## config.mk

```make
export PLATFORM = sky130hd
export DESIGN_NAME = multistart_sweep_ctrl_flat
export DESIGN_NICKNAME = d
export VERILOG_FILES = /design/src/rtl/gd_pkg.sv /design/src/rtl/multistart_sweep_ctrl_if.sv /design/src/rtl/best_tracker.sv /design/src/rtl/multistart_sweep_ctrl.sv /design/src/flat_wrapper.sv
export SDC_FILE = /design/constraint.sdc
export NUM_CORES = 1
export LEC_CHECK = 0
export BUFFER_PORTS_ARGS = -buffer_cell sky130_fd_sc_hd__buf_4
export CAP_MARGIN = 30
export CELL_PAD_IN_SITES_DETAIL_PLACEMENT = 1
export CELL_PAD_IN_SITES_GLOBAL_PLACEMENT = 2
export CORE_MARGIN = 2
export CORE_UTILIZATION = 30
export CTS_BUF_LIST = sky130_fd_sc_hd__clkbuf_8
export CTS_CLUSTER_DIAMETER = 120
export DETAILED_ROUTE_END_ITERATION = 7
export MAX_ROUTING_LAYER = met4
export PLACE_DENSITY = 0.82
export SETUP_SLACK_MARGIN = 0.15
export SYNTH_ARGS = -nofsm -noshare
export SYNTH_HDL_FRONTEND = slang
export SYNTH_SLANG_ARGS = --single-unit
```

## constraint.sdc

```tcl
create_clock -name clk -period 3 [get_ports clk]
set_input_delay 0.15 -clock clk [delete_from_list [all_inputs] [get_ports clk]]
set_output_delay 0.15 -clock clk [all_outputs]
set_load 0.005 [all_outputs]
```

## src/rtl/gd_pkg.sv

```systemverilog
// Shared Q24.8 constants, result payload and sweep FSM state type for the
// gradient-descent multi-start controller.
package gd_pkg;

  localparam int unsigned FRAC_BITS = 8;
  localparam int unsigned DATA_W    = 32;
  localparam int unsigned Y_W       = 64;
  localparam int unsigned IDX_W     = 8;

  localparam logic [DATA_W-1:0] ONE = 32'h0000_0100;

  typedef enum logic [2:0] {
    IDLE,
    LAUNCH,
    WAIT_DONE,
    RELEASE,
    WAIT_CLEAR,
    FINISH
  } state_t;

  // One Top result: location of the minimum and its value
  typedef struct packed {
    logic [Y_W-1:0]    y;
    logic [DATA_W-1:0] x;
  } result_t;

endpackage

```

## src/rtl/multistart_sweep_ctrl_if.sv

```systemverilog
// start_op/x_init launch handshake and result return path between the
// multi-start controller (master) and the gradient-descent Top (slave).
interface multistart_sweep_ctrl_if;

  logic                        start_op;
  logic [gd_pkg::DATA_W-1:0]   x_init;
  logic                        done_op;
  logic [gd_pkg::DATA_W-1:0]   x_at_min;
  logic [gd_pkg::Y_W-1:0]      y_min;

  modport master (
    output start_op,
    output x_init,
    input  done_op,
    input  x_at_min,
    input  y_min
  );

  modport slave (
    input  start_op,
    input  x_init,
    output done_op,
    output x_at_min,
    output y_min
  );

endinterface

```

## src/rtl/best_tracker.sv

```systemverilog
// Keeps the lowest y_min seen in the current sweep along with its x and run
// index; a strict signed compare lets earlier runs win ties.
module best_tracker
  import gd_pkg::*;
(
  input  logic              clk,
  input  logic              rst_n,
  input  logic              clr,
  input  logic              upd,
  input  logic [IDX_W-1:0]  idx,
  input  result_t           res,
  output logic [DATA_W-1:0] best_x,
  output logic [Y_W-1:0]    best_y,
  output logic [IDX_W-1:0]  best_idx
);

  logic best_valid;
  logic better_c;

  assign better_c = !best_valid || ($signed(res.y) < $signed(best_y));

  always_ff @(posedge clk or negedge rst_n) begin
    if (!rst_n) begin
      best_x     <= '0;
      best_y     <= '0;
      best_idx   <= '0;
      best_valid <= 1'b0;
    end else if (clr) begin
      best_x     <= '0;
      best_y     <= '0;
      best_idx   <= '0;
      best_valid <= 1'b0;
    end else if (upd && better_c) begin
      best_x     <= res.x;
      best_y     <= res.y;
      best_idx   <= idx;
      best_valid <= 1'b1;
    end
  end

endmodule

```

## src/rtl/multistart_sweep_ctrl.sv

```systemverilog
// Multi-start sweep controller: launches Top once per initial point
// x_first + k*x_step, tracks the lowest minimum and aborts on a stalled wait.
module multistart_sweep_ctrl
  import gd_pkg::*;
#(
  parameter int unsigned NUM_STARTS     = 10,
  parameter int unsigned TIMEOUT_CYCLES = 4096,
  parameter int unsigned CNT_W          = 13
) (
  input  logic                   clk,
  input  logic                   rst_n,
  input  logic                   sweep_start,
  input  logic [DATA_W-1:0]      x_first,
  input  logic [DATA_W-1:0]      x_step,
  multistart_sweep_ctrl_if.master gd,
  output logic                   busy,
  output logic                   sweep_done,
  output logic [DATA_W-1:0]      best_x,
  output logic [Y_W-1:0]         best_y,
  output logic [IDX_W-1:0]       best_idx,
  output logic                   timeout_err
);

  localparam logic [IDX_W-1:0] LAST_K     = IDX_W'(NUM_STARTS - 1);
  localparam logic [CNT_W-1:0] WD_LIMIT   = CNT_W'(TIMEOUT_CYCLES);

  state_t            state, state_d;
  logic [IDX_W-1:0]  k, k_d;
  logic [DATA_W-1:0] x_init_q, x_init_d;
  logic [DATA_W-1:0] step_q, step_d;
  logic              start_q, start_d;
  logic [CNT_W-1:0]  wdog, wdog_d;
  logic [CNT_W-1:0]  wd_inc_c;
  logic              busy_d, sweep_done_d, timeout_err_d;
  logic              clr_c, upd_c;
  result_t           res_c;

  assign gd.start_op = start_q;
  assign gd.x_init   = x_init_q;
  assign wd_inc_c    = wdog + CNT_W'(1);
  assign res_c.x     = gd.x_at_min;
  assign res_c.y     = gd.y_min;

  // State and datapath registers
  always_ff @(posedge clk or negedge rst_n) begin
    if (!rst_n) begin
      state       <= IDLE;
      k           <= '0;
      x_init_q    <= '0;
      step_q      <= '0;
      start_q     <= 1'b0;
      wdog        <= '0;
      busy        <= 1'b0;
      sweep_done  <= 1'b0;
      timeout_err <= 1'b0;
    end else begin
      state       <= state_d;
      k           <= k_d;
      x_init_q    <= x_init_d;
      step_q      <= step_d;
      start_q     <= start_d;
      wdog        <= wdog_d;
      busy        <= busy_d;
      sweep_done  <= sweep_done_d;
      timeout_err <= timeout_err_d;
    end
  end

  // Next-state and next-output logic
  always_comb begin
    state_d       = state;
    k_d           = k;
    x_init_d      = x_init_q;
    step_d        = step_q;
    start_d       = start_q;
    wdog_d        = wdog;
    busy_d        = busy;
    sweep_done_d  = sweep_done;
    timeout_err_d = timeout_err;
    clr_c         = 1'b0;
    upd_c         = 1'b0;

    unique case (state)
      IDLE: begin
        if (sweep_start) begin
          x_init_d      = x_first;
          step_d        = x_step;
          k_d           = '0;
          timeout_err_d = 1'b0;
          busy_d        = 1'b1;
          clr_c         = 1'b1;
          state_d       = LAUNCH;
        end
      end

      LAUNCH: begin
        start_d = 1'b1;
        wdog_d  = '0;
        state_d = WAIT_DONE;
      end

      WAIT_DONE: begin
        if (gd.done_op) begin
          upd_c   = 1'b1;
          start_d = 1'b0;
          state_d = RELEASE;
        end else if (wd_inc_c == WD_LIMIT) begin
          start_d       = 1'b0;
          timeout_err_d = 1'b1;
          busy_d        = 1'b0;
          sweep_done_d  = 1'b1;
          state_d       = FINISH;
        end else begin
          wdog_d = wd_inc_c;
        end
      end

      RELEASE: begin
        wdog_d  = '0;
        state_d = WAIT_CLEAR;
      end

      WAIT_CLEAR: begin
        if (!gd.done_op) begin
          if (k == LAST_K) begin
            busy_d       = 1'b0;
            sweep_done_d = 1'b1;
            state_d      = FINISH;
          end else begin
            // x_init wraps in 32-bit two's complement
            k_d      = k + IDX_W'(1);
            x_init_d = x_init_q + step_q;
            state_d  = LAUNCH;
          end
        end else if (wd_inc_c == WD_LIMIT) begin
          start_d       = 1'b0;
          timeout_err_d = 1'b1;
          busy_d        = 1'b0;
          sweep_done_d  = 1'b1;
          state_d       = FINISH;
        end else begin
          wdog_d = wd_inc_c;
        end
      end

      FINISH: begin
        if (!sweep_start) begin
          sweep_done_d = 1'b0;
          state_d      = IDLE;
        end
      end

      default: state_d = IDLE;
    endcase
  end

  best_tracker u_best (
    .clk      (clk),
    .rst_n    (rst_n),
    .clr      (clr_c),
    .upd      (upd_c),
    .idx      (k),
    .res      (res_c),
    .best_x   (best_x),
    .best_y   (best_y),
    .best_idx (best_idx)
  );

endmodule

```

## src/flat_wrapper.sv

```systemverilog
// flat-port wrapper written by rule: the top's interface ports become plain ports
module multistart_sweep_ctrl_flat import gd_pkg::*;
#(
  parameter int unsigned NUM_STARTS     = 10,
  parameter int unsigned TIMEOUT_CYCLES = 4096,
  parameter int unsigned CNT_W          = 13
)
  (clk, rst_n, sweep_start, x_first, x_step, busy, sweep_done, best_x, best_y, best_idx, timeout_err, gd_start_op, gd_x_init, gd_done_op, gd_x_at_min, gd_y_min);
  multistart_sweep_ctrl_if gd_i ();
  input  logic clk;
  input  logic rst_n;
  input  logic sweep_start;
  input  logic [DATA_W-1:0] x_first;
  input  logic [DATA_W-1:0] x_step;
  output logic busy;
  output logic sweep_done;
  output logic [DATA_W-1:0] best_x;
  output logic [Y_W-1:0] best_y;
  output logic [IDX_W-1:0] best_idx;
  output logic timeout_err;
  output wire logic [$bits(gd_i.start_op)-1:0] gd_start_op;
  output wire logic [$bits(gd_i.x_init)-1:0] gd_x_init;
  input wire logic [$bits(gd_i.done_op)-1:0] gd_done_op;
  input wire logic [$bits(gd_i.x_at_min)-1:0] gd_x_at_min;
  input wire logic [$bits(gd_i.y_min)-1:0] gd_y_min;
  assign gd_start_op = gd_i.start_op;
  assign gd_x_init = gd_i.x_init;
  assign gd_i.done_op = gd_done_op;
  assign gd_i.x_at_min = gd_x_at_min;
  assign gd_i.y_min = gd_y_min;
  multistart_sweep_ctrl #(.NUM_STARTS(NUM_STARTS), .TIMEOUT_CYCLES(TIMEOUT_CYCLES), .CNT_W(CNT_W)) u_core (.clk(clk), .rst_n(rst_n), .sweep_start(sweep_start), .x_first(x_first), .x_step(x_step), .gd(gd_i), .busy(busy), .sweep_done(sweep_done), .best_x(best_x), .best_y(best_y), .best_idx(best_idx), .timeout_err(timeout_err));
endmodule
```

; ---- Word level (Yosys, flattened, before mapping)
; Cells that the tools add are included.
[totals]
register_bits = 197
[classes]
add_sub_neg = 3
n_lt_le_gt_ge = 1
n_eq_ne = 14
muxes = 52
reduce_logical = 19
[op_table]
columns = op, n
row1 = two-way mux 32 bit, 5
row2 = two-way mux 64 bit, 2
row3 = < comparator 64 bit, 1
row4 = one-hot mux 32 bit (2 select lines), 1
row5 = two-way mux 8 bit, 5
row6 = two-way mux 13 bit, 3
row7 = one-hot mux 13 bit (3 select lines), 1
row8 = adder 32 bit, 1
row9 = two-way mux 1 bit, 23
row10 = two-way mux 3 bit, 6
row11 = one-hot mux 3 bit (6 select lines), 1
row12 = one-hot mux 8 bit (2 select lines), 1
row13 = AND reduction 4 bit, 4
row14 = "adder 13 x 1 -> 13 bit, second input constant", 1
row15 = "== test 13 bit, second input constant", 1
row16 = "!= test 2 bit, second input constant", 6
row17 = one-hot mux 1 bit (3 select lines), 4
row18 = nonzero test 3 bit, 4
row19 = "adder 8 x 1 -> 8 bit, second input constant", 1
row20 = "== test 8 x 4 -> 1 bit, second input constant", 1
row21 = "== test 3 x 2 -> 1 bit, second input constant", 2
row22 = "== test 3 bit, second input constant", 2
row23 = AND reduction 2 bit, 3
row24 = nonzero test 2 bit, 2
row25 = other kinds (8), 8

; ---- Depth between registers and ports, before layout
[depth]
ltp_word = 5
mapped_depth = 13

; ---- Modules after synthesis
; Synthesis repeated with hierarchy kept, for this count alone.
[unflattened]
hier_cells = 1382
hier_area_um2 = 12685.9
[modules_own_cells]
columns = mod, n_inst, cells_per_inst, area_each_um2, seq_area_each_um2
row1 = best_tracker, 1, 688, 6779.0, 2627.5
row2 = multistart_sweep_ctrl, 1, 694, 5906.9, 2302.2

; ---- Worst setup path before layout
; No wires, ideal clock.
[synth_path]
kind = register to register
startpoint = reg u_core.u_best.best_y[57]
endpoint = reg u_core.u_best.best_y[54]
setup_ns = 0.125
arrival_ns = 2.784
slack_ns = 0.091
stages_incl_launch_ff = 13
synth_period_minus_slack_ns = 2.909
cell_sequence = dfrtp_1 -> inv_1 -> ha_1 -> and4_1 -> nand4_1 -> or4_1 -> or3_1 -> a31oi_1 -> a211o_1 -> buf_4 -> buf_8 -> buf_8 -> mux2_2
[synth_via]
elab_chain_cells = 4
[synth_lines]
columns = item, line_no
row1 = from (decl), best_tracker.sv:13  ; output logic [Y_W-1:0] best_y,
row2 = from (signal assigned), best_tracker.sv:35  ; best_y <= res.y;
row3 = < comparator 64 bit, best_tracker.sv:20  ; assign better_c = !best_valid || ($signed(res.y) < $signed(best_y));
row4 = logical OR 1 bit, best_tracker.sv:20
row5 = logical AND 1 bit, best_tracker.sv:33  ; end else if (upd && better_c) begin
row6 = nonzero test 2 bit (no line), -
; Every way passes these cells.
; A chain may end at the register's enable or synchronous reset.

; ---- Worst setup path after layout
[layout_path]
startpoint = reg u_core.u_best.best_y[62]
endpoint = reg u_core.u_best.best_y[61]
; Same word-level chain as after synthesis.

==> results.ini <==
[run_status]
outcome = finished with violations
violations = setup timing

[worst_setup_path]
r2r_cells = 11
path_cells = inv_2 > ha_4 > and4_1 > nand4_1 > or4_4 > or3_4 > a31oi_4 > a211o_4 > buf_12 > buf_6 > mux2_4
worstReg2RegStart = u_core.u_best.best_y[62]
critPathBufInv = 3
cp_top_family = simple AND/OR/NAND/NOR gates
cp-endpoint = u_core.u_best.best_y[61]
critPathMaxFanout = 7
slowest_delay_ns = 0.45
critPathRequiredTime_ns = 3.39
critical_path_depth = 11
reg2reg_slack_ns = -0.03
crit_type = flop to flop
startpoint = u_core.u_best.best_y[62]
endpoint_kind = flop
cp-start-kind = flop
crit_arrival_ns = 3.42
worst_r2r_endpoint = u_core.u_best.best_y[61]
cp_slowest_cell = or4_4

[logic_synthesis]
syn_area_per_cell_um2 = 9.19
netlist_area_um2 = 11900
synth_cell_types = 72
async_flop_share = 1.00
synth_ff_type = dfrtp_1
synth_edf_count = 0
yosys_warnings = 0
postSynthNetCount = 1561
synth.yosys.seq_area_share = 0.413
ys_seq_elements = 197
synthCells = 1299

[global_route]
grt_antenna_before_repair = 4
gr-total-overflow = 0
grt_max_degree = 71
grt_first_pass_wirelength_um = 66400
grt_pass1_vias = 12400
grtUsageTotal = 0.209

[route]
drtPass1Iterations = 4
drc = 0
vias_per_cell = 4.88
detail_route.iter0.violations = 418
drt_wl_total_um = 43300
vias = 11400
avgRoutedWirePerCell_um = 18.5
ant_nets = 0

[floorplanning]
fp.dieW_um = 203
die_area_um2 = 41400
io_pins = 304
core_um2 = 39500
die_h_um = 203
row_count = 73
start_util = 0.302

[timing]
fmax_mhz = 330
worst_slew_margin_rel = 0.385
skew_ns = 0.0268
timing.final.crit_share = 1.01
hold_ws_ns = 0.0980
tightestPinTransition_ns = 0.920
hold_viol_final = 0
period_minus_slack_ns = 3.03
finalSetupTns_ns = -0.0878
rsz0062_at_grt = yes
slew_viol_final = 0
fin_ws_ns = -0.0276
final-setup-viol-count = 4

[pwr]
power_density_nw_per_um2 = 839
peakVddDrop_uv = 426
p_leak_nw = 8.90
finalPower_w = 0.0150

[layout]
final_core_util = 0.453
layout.nets = 2063
mostFrequentLayoutCells = buf_4, dfrtp_1, nand2_1, dlygate4sd3_1, nor2_1
syn2layout_area_growth_pct = 49.7
final_common_cell = buf_4
fillers = 4548
layout-drive-gt1-share = 0.295

[placement]
dp_hpwl_um = 28600
portBuffers = 303
pre_cts_ws_ns = -0.128
gp_congestion = 0.820

[clock_tree]
htree_levels = 4
cts_buffers = 17
root_buffer = clkbuf_8
cts_tree = yes
clkSinkCount = 197
clkTransAtPathRegs_ns = 0.12
cts.path.max_buffers = 2
clk_latency_ns = 0.51

[hold_path]
hp-class = input port to flop

[run]
cap_viol_max_count = 0

worst min-delay path by stage:
| stage | end | startpoint | cells after the start |
|---|---|---|---|
| after floorplan | u_core.busy | rst_n | 0 |
| after global placement | u_core.step_q[24] | rst_n | 1 |
| after detailed placement | u_core.step_q[24] | rst_n | 1 |
| after CTS | u_core.gd.x_init[31] | x_first[31] | 5 |
| after global routing | u_core.sweep_done | gd_done_op | 3 |
| final | u_core.sweep_done | gd_done_op | 3 |
through the flow:
stage / instance area, um^2 / cells
5_1_grt: 17900 / 2343
4_1_cts: 17300 / 2316
6_report: 17900 / 2343
2_1_floorplan: 11900 / 1299
3_5_place_dp: 15000 / 2107
3_3_place_gp: 15000 / 2107
where the power goes:
part	switching, W	internal, W	leakage, nW
Sequential	0.000697	0.00354	2.53
Combinational	0.00461	0.00433	6.16
Clock	0.00105	0.000758	0.205
Yosys cell counts, drive strengths merged (3+ instances only):
cell type  number  area [um^2]
o21a           10         75.1
xor2           14          123
o21bai          4         30.0
a2111oi         3         45.1
o211ai         10         75.1
and4            6         53.8
nand4          19          125
o22ai          14         87.6
xnor2          15          131
or2             3         18.8
buf            17          158
nor4            5         37.5
o221ai          3         26.3
o32ai           3         26.3
and3            7         43.8
dfrtp         197         4930
or3             6         37.5
or4             3         22.5
nor2b           6         37.5
clkbuf         40          151
ha             97         1210
a211oi         10         75.1
nand2b          7         43.8
inv           120          450
nand3          32          160
a21oi          68          344
a31oi          10         62.6
nand2         186          698
a21o           26          195
o31ai           7         57.6
nor2          128          480
a41oi           3         26.3
mux2           65          732
nor3           19          100
mux2i          50          500
o21ai          56          280
flip-flops by register name, summed over array words and instances (netlist names):
register                  flops
u_core.u_best.best_y         64
u_core.gd.x_init             32
u_core.step_q                32
u_core.u_best.best_x         32
u_core.wdog                  13
u_core.k                      8
u_core.u_best.best_idx        8
u_core.state                  3
u_core.busy                   1
u_core.gd.start_op            1
u_core.sweep_done             1
u_core.timeout_err            1
u_core.u_best.best_valid      1
what timing repair did:
action / in CTS / in global routing
endpoints found under the hold margin: 267 / 0
hold buffers: 161 / 0
endpoints found under the setup margin: 110 / 114
pin swaps: 8 / 13
cloned: 3 / 7
buffers inserted: 13 / 16
resized for setup: 28 / 59
cell type report:
class                           count  area, um^2  share of cell area
Multi-Input combinational cell    926        6670               0.373
Timing Repair Buffer              539        4770               0.267
Clock buffer                       18         248              0.0139
Clock inverter                     14         135             0.00756
Sequential cell                   197        4930               0.276
Tap cell                          525         657              0.0368
Inverter                          120         450              0.0252
Antenna cell                        4        10.0            0.000560
cells by family (layout without fill, tap and decap cells):
logic type,Yosys count,after routing,share of synthesized area
AOI/OAI and AO/OA,249,250,0.135
adders and majority gates,98,98,0.103
and+or+nand+nor,434,434,0.160
muxes,115,115,0.103
DFF,197,197,0.413
buffers and inverters,177,691,0.0636
other,0,4,0
xor gates and xnor gates,29,29,0.0213
per-layer routing:
layer	wire, um	up-vias	global-route usage	share of wire
met1	18300	5653	0.245	0.42
met3	1580	75	0.0387	0.036
li1	-	5482	-	-
met4	1320	0	0.0782	0.030
met2	22200	235	0.355	0.51
met5	0	-	-	0
worst reg2reg max path: cells and delay by family, from the launching register on:
family	cells	cell delay, ns
DFF	1	0.41
muxes	1	0.29
buffers and inverters	3	0.38
adders and majority gates	1	0.27
AOI/OAI and AO/OA	2	0.43
and+or+nand+nor	4	1.15
Note: power is estimated with default switching activity, not from simulation.
